$ cat src/rtl/vga_text_writer.sv
// Character-stream front end for the text-mode framebuffer: accepts ASCII bytes,
// tracks a cursor, interprets control codes and emits char+attribute words to VGA RAM.
module vga_text_writer #(
  parameter int         COLS       = 106,
  parameter int         ROWS       = 37,
  parameter logic [7:0] CLEAR_CHAR = 8'h20,
  parameter logic [7:0] RESET_ATTR = 8'h07
) (
  input  logic        cpu_clk,
  input  logic        rst_n,
  input  logic [7:0]  ch,
  input  logic        ch_valid,
  output logic        ch_ready,
  input  logic [7:0]  attr,
  input  logic        attr_we,
  output logic [14:0] vram_addr,
  output logic        vram_we,
  output logic [15:0] vram_data,
  output logic [6:0]  cursor_col,
  output logic [5:0]  cursor_row,
  output logic        busy
);

  localparam logic [14:0] TOTAL_M1 = 15'(ROWS * COLS - 1);
  localparam logic [14:0] COLS_A   = 15'(COLS);
  localparam logic [14:0] COLS_M1  = 15'(COLS - 1);
  localparam logic [6:0]  LAST_COL = 7'(COLS - 1);
  localparam logic [5:0]  LAST_ROW = 6'(ROWS - 1);

  localparam logic [7:0] CODE_BS = 8'h08;
  localparam logic [7:0] CODE_LF = 8'h0A;
  localparam logic [7:0] CODE_FF = 8'h0C;
  localparam logic [7:0] CODE_CR = 8'h0D;

  typedef enum logic [1:0] {
    S_IDLE,
    S_CLEAR_ROW,
    S_CLEAR_ALL
  } state_t;

  state_t      state_q, state_d;
  logic [6:0]  col_q, col_d;
  logic [5:0]  row_q, row_d;
  logic [14:0] row_base_q, row_base_d;
  logic [14:0] clr_addr_q, clr_addr_d;
  logic [14:0] clr_cnt_q, clr_cnt_d;
  logic [7:0]  attr_q, attr_d;
  logic        ch_ready_q, ch_ready_d;
  logic        busy_q, busy_d;
  logic        vram_we_q, vram_we_d;
  logic [14:0] vram_addr_q, vram_addr_d;
  logic [15:0] vram_data_q, vram_data_d;

  logic xfer;
  logic do_adv;

  // ch_ready_q is only ever high while in IDLE, so it alone qualifies a transfer
  assign xfer = ch_valid && ch_ready_q;

  always_comb begin
    state_d     = state_q;
    col_d       = col_q;
    row_d       = row_q;
    row_base_d  = row_base_q;
    clr_addr_d  = clr_addr_q;
    clr_cnt_d   = clr_cnt_q;
    attr_d      = attr_we ? attr : attr_q;
    vram_we_d   = 1'b0;
    vram_addr_d = vram_addr_q;
    vram_data_d = vram_data_q;
    do_adv      = 1'b0;

    case (state_q)
      S_IDLE: begin
        if (xfer) begin
          case (ch)
            CODE_LF: do_adv = 1'b1;
            CODE_CR: col_d = 7'd0;
            CODE_BS: begin
              if (col_q != 7'd0) begin
                col_d       = col_q - 7'd1;
                vram_we_d   = 1'b1;
                vram_addr_d = row_base_q + 15'(col_q) - 15'd1;
                vram_data_d = {attr_q, CLEAR_CHAR};
              end
            end
            CODE_FF: begin
              state_d    = S_CLEAR_ALL;
              clr_addr_d = 15'd0;
              clr_cnt_d  = TOTAL_M1;
            end
            default: begin
              vram_we_d   = 1'b1;
              vram_addr_d = row_base_q + 15'(col_q);
              vram_data_d = {attr_q, ch};
              if (col_q == LAST_COL) begin
                do_adv = 1'b1;
              end else begin
                col_d = col_q + 7'd1;
              end
            end
          endcase

          // New line: move down (or wrap to the top) and blank it before accepting more
          if (do_adv) begin
            col_d     = 7'd0;
            state_d   = S_CLEAR_ROW;
            clr_cnt_d = COLS_M1;
            if (row_q == LAST_ROW) begin
              row_d      = 6'd0;
              row_base_d = 15'd0;
              clr_addr_d = 15'd0;
            end else begin
              row_d      = row_q + 6'd1;
              row_base_d = row_base_q + COLS_A;
              clr_addr_d = row_base_q + COLS_A;
            end
          end
        end
      end

      S_CLEAR_ROW, S_CLEAR_ALL: begin
        vram_we_d   = 1'b1;
        vram_addr_d = clr_addr_q;
        vram_data_d = {attr_q, CLEAR_CHAR};
        clr_addr_d  = clr_addr_q + 15'd1;
        clr_cnt_d   = clr_cnt_q - 15'd1;
        if (clr_cnt_q == 15'd0) begin
          state_d = S_IDLE;
          if (state_q == S_CLEAR_ALL) begin
            col_d      = 7'd0;
            row_d      = 6'd0;
            row_base_d = 15'd0;
          end
        end
      end

      default: state_d = S_CLEAR_ALL;
    endcase

    ch_ready_d = (state_d == S_IDLE);
    busy_d     = (state_d != S_IDLE);
  end

  // Reset lands directly in a full-screen clear so the screen is blank after power-up
  always_ff @(posedge cpu_clk or negedge rst_n) begin
    if (!rst_n) begin
      state_q     <= S_CLEAR_ALL;
      col_q       <= 7'd0;
      row_q       <= 6'd0;
      row_base_q  <= 15'd0;
      clr_addr_q  <= 15'd0;
      clr_cnt_q   <= TOTAL_M1;
      attr_q      <= RESET_ATTR;
      ch_ready_q  <= 1'b0;
      busy_q      <= 1'b1;
      vram_we_q   <= 1'b0;
      vram_addr_q <= 15'd0;
      vram_data_q <= 16'd0;
    end else begin
      state_q     <= state_d;
      col_q       <= col_d;
      row_q       <= row_d;
      row_base_q  <= row_base_d;
      clr_addr_q  <= clr_addr_d;
      clr_cnt_q   <= clr_cnt_d;
      attr_q      <= attr_d;
      ch_ready_q  <= ch_ready_d;
      busy_q      <= busy_d;
      vram_we_q   <= vram_we_d;
      vram_addr_q <= vram_addr_d;
      vram_data_q <= vram_data_d;
    end
  end

  assign ch_ready   = ch_ready_q;
  assign busy       = busy_q;
  assign vram_we    = vram_we_q;
  assign vram_addr  = vram_addr_q;
  assign vram_data  = vram_data_q;
  assign cursor_col = col_q;
  assign cursor_row = row_q;

endmodule
$ cat config.mk
export PLATFORM = sky130hd
export DESIGN_NAME = vga_text_writer
export DESIGN_NICKNAME = d
export VERILOG_FILES = /design/src/rtl/vga_text_writer.sv
export SDC_FILE = /design/constraint.sdc
export NUM_CORES = 1
export LEC_CHECK = 0
export ABC_AREA = 1
export BUFFER_PORTS_ARGS = -buffer_cell sky130_fd_sc_hd__buf_2
export CAP_MARGIN = 20
export CORE_UTILIZATION = 60
export CTS_CLUSTER_SIZE = 20
export DETAILED_ROUTE_END_ITERATION = 8
export PLACE_DENSITY = 0.83
export SLEW_MARGIN = 20
export SYNTH_ARGS = -nofsm -noshare
export SYNTH_HDL_FRONTEND = slang
export SYNTH_SLANG_ARGS = --single-unit
$ cat constraint.sdc
create_clock -name cpu_clk -period 2.7 [get_ports cpu_clk]
set_input_delay 0.135 -clock cpu_clk [delete_from_list [all_inputs] [get_ports cpu_clk]]
set_output_delay 0.135 -clock cpu_clk [all_outputs]
set_load 0.05 [all_outputs]
== Word level (Yosys, flattened, before mapping) ==
Index checks and enable logic that the tools add are counted.
Storage, ports and cells
  bits in registers: 102
  input bits: 20
  output and inout port bits: 47
  logic and storage cells: 102
Cells by class
  reduce and logical (&&, ||, !) cells: 15
  $add $sub $neg: 8
  multiplexer cells: 49
  equality and inequality tests: 18
Operators by type and width (number)
  $mux 15: 13
  $pmux 15 s2: 5
  $pmux 16 s2: 2
  $mux 7: 6
  $eq 8x4->1 const B: 4
  $mux 16: 2
  $mux 6: 5
  $sub 15x1->15 const B: 2
  $pmux 7 s3: 1
  $add 15x1->15 const B: 1
  $add 15x7->15: 1
  $add 15x7->15 const B: 1
  $logic_not 15->1: 1
  $pmux 7 s2: 1
  $pmux 6 s2: 1
  $ne 2x2->1 const B: 5
  $mux 2: 4
  $add 7x1->7 const B: 1
  $eq 7x7->1 const B: 1
  $reduce_and 7->1: 1
  $reduce_bool 7->1: 1
  $sub 7x1->7 const B: 1
  $add 6x1->6 const B: 1
  $eq 6x6->1 const B: 1
  17 further kinds: 28

== Depth between registers and ports, before layout ==
Gate-level depths: netlist (run 1).
  word-level depth: 9
  mapped depth: 16

== Worst setup path after synthesis (run 1) ==
No wires, ideal clock.
  path type: register -> register
  start: register col_q[0], in the netlist cursor_col[0]
  end: register vram_addr_q[14], in the netlist vram_addr[14]
  buffers on the path: 0
  stages on the path, launching flop included: 16
  setup slack: -0.055 ns
  arrival: 2.637 ns
  cells stage by stage: dfrtp_1 ha_1 fa_1 inv_1 ha_1 inv_1 nor3_2 nand2_2 nor2_4 nand2_2 nor2_4 nand3_1 nand2_1 nand3_1 nand2_1 nand2_1
Between the ends
  longest elaborated chain between the ends: 6
  elaborated cells on any way between the ends: 9
Ends and longest elaborated chain
  start, declared: line 42  | logic [6:0] col_q, col_d;
  start signal, assigned: line 162  | col_q <= col_d;
  $add 15x7->15: line 83, 94
  $sub 15x1->15: line 83  | vram_addr_d = row_base_q + 15'(col_q) - 15'd1;
  $mux 15: line 80  | if (col_q != 7'd0) begin
  $pmux 15 s2: line 76  | case (ch)
  $mux 15: line 75  | if (xfer) begin
  $pmux 15 s2: line 73  | case (state_q)
  end signal, assigned: line 171  | vram_addr_q <= vram_addr_d;
  end, declared: line 51  | logic [14:0] vram_addr_q, vram_addr_d;
Parallel ways exist; a longest one is shown, timed or not. The select of a mux whose other input is x is not followed.
A chain may end at the register's enable or synchronous reset.

== Final worst setup path (run 1) ==
  start: register row_base_q[0]
  end: register vram_addr_q[14], in the netlist vram_addr[14]
Between the ends
  longest elaborated chain between the ends: 6
Ends and longest elaborated chain
  start, declared: line 44  | logic [14:0] row_base_q, row_base_d;
  start signal, assigned: line 164  | row_base_q <= row_base_d;
  $add 15x7->15 *: line 83, 94
  $sub 15x1->15: line 83
  $mux 15: line 80
  $pmux 15 s2 *: line 76
  $mux 15 *: line 75
  $pmux 15 s2 *: line 73
Every way passes the cells marked *; elsewhere a longest branch is shown, timed or not. The select of a mux whose other input is x is not followed.

==> flow_summary.json, run 1 <==
{
  "grt_pass1_wl_um": 26270,
  "cap_violations": 0,
  "slew_headroom": 0.5840,
  "overflow": 0,
  "end_kind": "register",
  "final_core_utilization": 0.6989,
  "fmax_mhz": 394.9,
  "syn_nets": 947,
  "worstSetupStartpoint": "row_base_q[0]",
  "synth_flop_cell": "dfrtp_1",
  "clockRootBuffer": "clkbuf_8",
  "leakage_nw": 3.697,
  "met3_usage": 0.05228,
  "synth-compound-area-share": 0.1419,
  "cp_num_buf_inv": 2,
  "crit_required_ns": 2.98,
  "n_antenna_cell": 0,
  "synth_area_leaders": "dfrtp_1, nand2_1, inv_1",
  "grt_usage": 0.2914,
  "viasPerCell": 5.475,
  "critPathSlowestCell": "fa_1",
  "dp_hpwl_um": 11570,
  "antenna_found_initial": 0,
  "synth_top_family_by_area": "simple AND/OR/NAND/NOR gates",
  "rsz0062_at_grt": "no",
  "worstSetupPathDepth": 15,
  "wl_um": 15460,
  "synth-seq-cells": 102,
  "avgSynthCellArea_um2": 7.297,
  "hold_viol_final": 0,
  "die_width_um": 106.9,
  "timing.hold.ws_ns": 0.01662,
  "synth_fa_ha_area_frac": 0.04590,
  "status": "finished clean",
  "peakVddDrop_uv": 360.1,
  "period_share": 0.9379,
  "layout.nets": 1018,
  "cpMostUsedCell": "nand2_1",
  "antenna_left": 0,
  "max_slew.worst_pin.slew_ns": 0.6241,
  "slew_viol_final": 0,
  "drive_gt1_frac": 0.1673,
  "design.die.area_um2": 11420,
  "yosys.area.top_type": "dfrtp_1",
  "cp.arrival_ns": 2.81,
  "synth_edf_count": 0,
  "muxShareOfSynthArea": 0,
  "critical_path_class": "reg2reg",
  "post_cts_resize_count": 0,
  "grt_max_degree": 51,
  "ys_types": 47,
  "synth-simple-area-share": 0.3035,
  "cp-start-kind": "register",
  "clk_pin_slew_ns": 0.10,
  "drc_errors": 0,
  "hold_class": "in2reg",
  "drt-wirelength-per-cell_um": 13.85,
  "core_area_um2": 10510,
  "cts_sinks": 102,
  "clk_latency_ns": 0.38,
  "synthDominantCellAreaShare": 0.3414,
  "gp_congestion": 0.9552,
  "grt_pass1_vias": 5493,
  "tns_ns": 0,
  "rr_worst_depth": 15,
  "crit_family": "simple AND/OR/NAND/NOR gates",
  "synthCells": 904,
  "power_density_nw_per_um2": 373.4,
  "die_h_um": 106.9,
  "busiest_layer": "met2",
  "via_count": 6110,
  "placed_area_um2": 7037,
  "tritoncts": "done",
  "drt_iter0_markers": 371,
  "design_area_um2": 7345,
  "crit_chain": "ha_1 > fa_1 > inv_1 > ha_1 > inv_1 > nor3_2 > nand2_2 > nor2_4 > nand2_2 > nor2_4 > nand3_1 > nand2_1 > nand3_1 > nand2_1 > nand2_1",
  "cts_inserted_buffers": 9,
  "fin_worst_skew_ns": 0.009302,
  "n_fill_cell": 904,
  "yosys_warnings": 0,
  "hp-start": "ch[7]",
  "h-tree-depth": 3,
  "setup-violations-final": 0,
  "ys_seq_area_frac": 0.3892,
  "worstReg2RegStart": "row_base_q[0]",
  "fin_crit_ns": 2.532,
  "dr.pass1.iters": 5,
  "synth_xor_area_frac": 0.02257,
  "gr-usage-met1": 0.4264,
  "slowest_delay_ns": 0.43,
  "synth_most_common_cell": "nand2_1",
  "portBuffers": 66,
  "syn_area_um2": 6596,
  "start_util": 0.6277,
  "syn_to_final_growth_pct": 11.34,
  "io_pins": 67,
  "cp_max_fo": 5,
  "rows": 37,
  "cts_buffer_depth": 2,
  "synth-async-reset-ratio": 1.000,
  "yosys-top-cells-count": "nand2_1, inv_1, dfrtp_1, nor2_1, nand3_1",
  "holdPathStages": 3,
  "use_met2": 0.4406
}
## cell usage in the layout, fill, tap and decap left out, types with 21 or more instances in the layout
| cell | netlist | routed |
|---|---|---|
| dfrtp_1 | 90 | 89 |
| buf_2 | 8 | 65 |
| inv_1 | 121 | 121 |
| a21oi_1 | 46 | 46 |
| nor2_1 | 81 | 81 |
| o21ai_0 | 63 | 63 |
| nand2_1 | 204 | 204 |
| o21ai_1 | 28 | 28 |
| nand3_1 | 68 | 67 |
| ha_1 | 21 | 21 |
## per-stage QoR
| step | setup slack [ns] | std cells | power (mW) |
|---|---|---|---|
| 2_1_floorplan | 0.1519 | 904 | 1.655 |
| 3_3_place_gp | 0.2656 | 1091 | 1.721 |
| 3_5_place_dp | 0.2048 | 1091 | 1.723 |
| 4_1_cts | 0.1877 | 1116 | 2.764 |
| 5_1_grt | 0.006643 | 1116 | 2.844 |
| 6_report | 0.1677 | 1116 | 2.742 |
## metal layers
metal / share of wire / routed length [µm]
met4: 0.019 / 298
met5: 0 / 0
met2: 0.44 / 6765
met1: 0.48 / 7434
met3: 0.062 / 962
## worst register-to-register path: cells and delay by family, from the launching register on
| kind | cells | cell delay, ns |
|---|---|---|
| AND/OR/NAND/NOR | 10 | 0.95 |
| adder cells (fa/ha/maj) | 3 | 0.88 |
| flip-flops | 1 | 0.42 |
| buffers and inverters | 2 | 0.17 |
## cells by family after synthesis
group,Yosys count
simple gates,436
buf+inv,154
flops,102
compound gates,172
xor+xnor,17
fa+ha+maj,23
## state kept, by name, summed over array words and instances (netlist names)
name and count:
attr_q 8, busy 1, ch_ready 1, clr_addr_q 15, clr_cnt_q 15, cursor_col 7, cursor_row 6, row_base_q 15
state_q 2, vram_addr 15, vram_data 16, vram_we 1
## power breakdown
part | leakage (nW) | internal, mW | total, mW | switching, mW
sequential | 1.18 | 1.55 | 1.56 | 0.00739
combinational | 2.41 | 0.0408 | 0.143 | 0.103
clock | 0.108 | 0.489 | 1.04 | 0.551
## area by class of cell
cell class | count | area [µm²] | area share
multi-input combinational | 648 | 3395 | 0.4622
sequential | 102 | 2569 | 0.3497
inverter | 131 | 498.0 | 0.06780
timing repair buffer | 83 | 495.5 | 0.06746
tap | 136 | 170.2 | 0.02317
clock buffer | 11 | 151.4 | 0.02061
clock inverter | 5 | 66.31 | 0.009029
## path summary, 6_finish.rpt
check | end | slack (ns)
max in group asynchronous | busy | 1.67
setup / recovery | vram_addr[14] | 0.17
hold reg to reg | attr_q[2] | 0.49
min in group asynchronous | vram_data[1] | 0.31
setup reg to reg | vram_addr[14] | 0.17
hold / removal | vram_data[7] | 0.02
## what timing repair did
action,in CTS,in global routing
endpoints found under the hold margin,52,0
hold buffers,9,0
buffers inserted,0,0
endpoints found under the setup margin,0,1
No activity file was read; power rests on OpenSTA's default activity.
==> run 2: changes to the inputs <==
- PLACE_DENSITY: 0.83 -> 0.91
==> run 2 against run 1 <==
Final cell count is 0.18% higher. Combinational power barely moved. First-iteration DRC count is 35% higher. Global-route usage is 1.7 points higher. Largest cell class unchanged. Core utilization rose by 0.11 points. Sequential power about the same. Register-to-register slack improved by 0.04 ns. Critical path depth is the same. Clock-buffer cell count fell by 2. Via count grew 2.8%. Hold slack improved by 0.0035 ns.
==> flow_summary.json, run 2 (synthesized netlist as in run 1, its figures left out) <==
{
  "fmax_mhz": 400.6,
  "antenna_found_initial": 0,
  "cpMostUsedCell": "nand2_1",
  "crit_chain": "ha_2 > fa_1 > inv_1 > ha_1 > inv_1 > nor3_4 > nand2_2 > nor2_4 > nand2_2 > nor2_4 > nand3_1 > nand2_1 > nand3_1 > nand2_1 > nand2_1",
  "dr.pass1.iters": 7,
  "hold_class": "in2reg",
  "clk_pin_slew_ns": 0.10,
  "syn_to_final_growth_pct": 11.51,
  "rr_worst_depth": 15,
  "grt_pass1_vias": 5920,
  "drt-wirelength-per-cell_um": 14.63,
  "dp_hpwl_um": 12060,
  "setup-violations-final": 0,
  "busiest_layer": "met2",
  "die_h_um": 106.9,
  "hold_viol_final": 0,
  "h-tree-depth": 3,
  "fin_crit_ns": 2.496,
  "n_antenna_cell": 0,
  "critPathSlowestCell": "fa_1",
  "holdPathStages": 3,
  "total_power_mw": 2.621,
  "ff2ff_setup_slack_ns": 0.20,
  "place_ws_ns": 0.1932,
  "hold_end": "vram_data[2]",
  "worstReg2RegStart": "row_base_q[0]",
  "antenna_left": 0,
  "rows": 37,
  "hp-start": "ch[2]",
  "drive_gt1_frac": 0.1701,
  "drc_errors": 0,
  "end_kind": "register",
  "dpl.cell_count": 1093,
  "cts_buffer_depth": 2,
  "period_share": 0.9246,
  "clockRootBuffer": "clkbuf_8",
  "critical_path_class": "reg2reg",
  "peakVddDrop_uv": 318.9,
  "leakage_nw": 3.699,
  "grt_usage": 0.3080,
  "slowest_delay_ns": 0.43,
  "use_met2": 0.4802,
  "status": "finished clean",
  "gr-usage-met1": 0.4176,
  "cp_num_buf_inv": 2,
  "tns_ns": 0,
  "cts_sinks": 102,
  "cp-start-kind": "register",
  "rsz0062_at_grt": "no",
  "io_pins": 67,
  "die_width_um": 106.9,
  "worst_slack_ns": 0.2035,
  "overflow": 0,
  "max_slew.worst_pin.slew_ns": 0.5201,
  "drt_iter0_markers": 502,
  "slew_viol_final": 0,
  "layout.nets": 1020,
  "met3_usage": 0.06140,
  "clk_latency_ns": 0.38,
  "design.die.area_um2": 11420,
  "cts_inserted_buffers": 9,
  "crit_family": "simple AND/OR/NAND/NOR gates",
  "portBuffers": 66,
  "core_area_um2": 10510,
  "largest_reg_flops": 16,
  "layout_common_cells": "nand2_1, inv_1, dfrtp_1",
  "timing.hold.ws_ns": 0.02016,
  "gp_congestion": 0.9585,
  "slew_headroom": 0.6532,
  "layout_commonest_cell": "nand2_1",
  "grt_max_degree": 42,
  "grt_pass1_wl_um": 27620,
  "rr_endpoint": "vram_addr[14]",
  "wl_um": 16350,
  "cp_max_fo": 5,
  "fin_worst_skew_ns": 0.01234,
  "power_density_nw_per_um2": 356.3,
  "via_count": 6280,
  "cap_violations": 0,
  "crit_required_ns": 2.98,
  "fin_cells": 1118,
  "viasPerCell": 5.617,
  "cp.arrival_ns": 2.77,
  "start_util": 0.6277,
  "tritoncts": "done"
}
[run 2: worst max path at each step]
stage                       start            end  slack [ns]  cells after the start
floorplan           cursor_col[0]  vram_addr[14]        0.15                     15
global placement    cursor_col[0]  vram_addr[14]        0.26                     15
detailed placement  cursor_col[0]  vram_addr[14]        0.19                     15
CTS                 cursor_col[0]  vram_addr[12]        0.16                     14
global route        row_base_q[0]  vram_addr[14]        0.03                     15
finish              row_base_q[0]  vram_addr[14]        0.20                     15
[run 2: through the flow]
step	utilization	instance area [µm²]
after floorplan	-	6598
after global placement	0.6734	7077
after detailed placement	0.6734	7077
after CTS	0.6991	7347
after global routing	0.7000	7356
final	0.7000	7356
[run 2: final cells by class]
cell class                      count  area [µm²]
Clock buffer                        9       123.9
Clock inverter                      7       56.30
Fill cell                         842        3153
Inverter                          131       498.0
Multi-Input combinational cell    648        3403
Sequential cell                   102        2569
Tap cell                          136       170.2
Timing Repair Buffer               85       535.5
[run 2: worst register-to-register path, cell delays in order (launching register included)]
cell and delay (ns):
dfrtp_1 0.42, ha_2 0.22, fa_1 0.43, inv_1 0.12, ha_1 0.20, inv_1 0.08
nor3_4 0.20, nand2_2 0.10, nor2_4 0.11, nand2_2 0.08, nor2_4 0.12, nand3_1 0.08
nand2_1 0.07, nand3_1 0.06, nand2_1 0.06, nand2_1 0.04
[run 2: report_power, final]
part	switching (mW)	internal (mW)	total, mW	leakage [nW]
combinational	0.106	0.0408	0.146	2.44
sequential	0.00812	1.55	1.56	1.18
clock	0.572	0.343	0.915	0.0785
[run 2: layer usage]
layer | share of wire | up-vias | wire length [µm]
li1 | - | 3095 | -
met5 | 0 | - | 0
met4 | 0.034 | 0 | 560
met1 | 0.44 | 2900 | 7254
met3 | 0.067 | 38 | 1101
met2 | 0.45 | 247 | 7435
[run 2: what timing repair did]
action,4_1_cts,5_1_grt
endpoints found under the hold margin,43,0
resized for setup,0,2
hold buffers,9,0
setup buffers,0,0
setup endpoints to repair,0,2
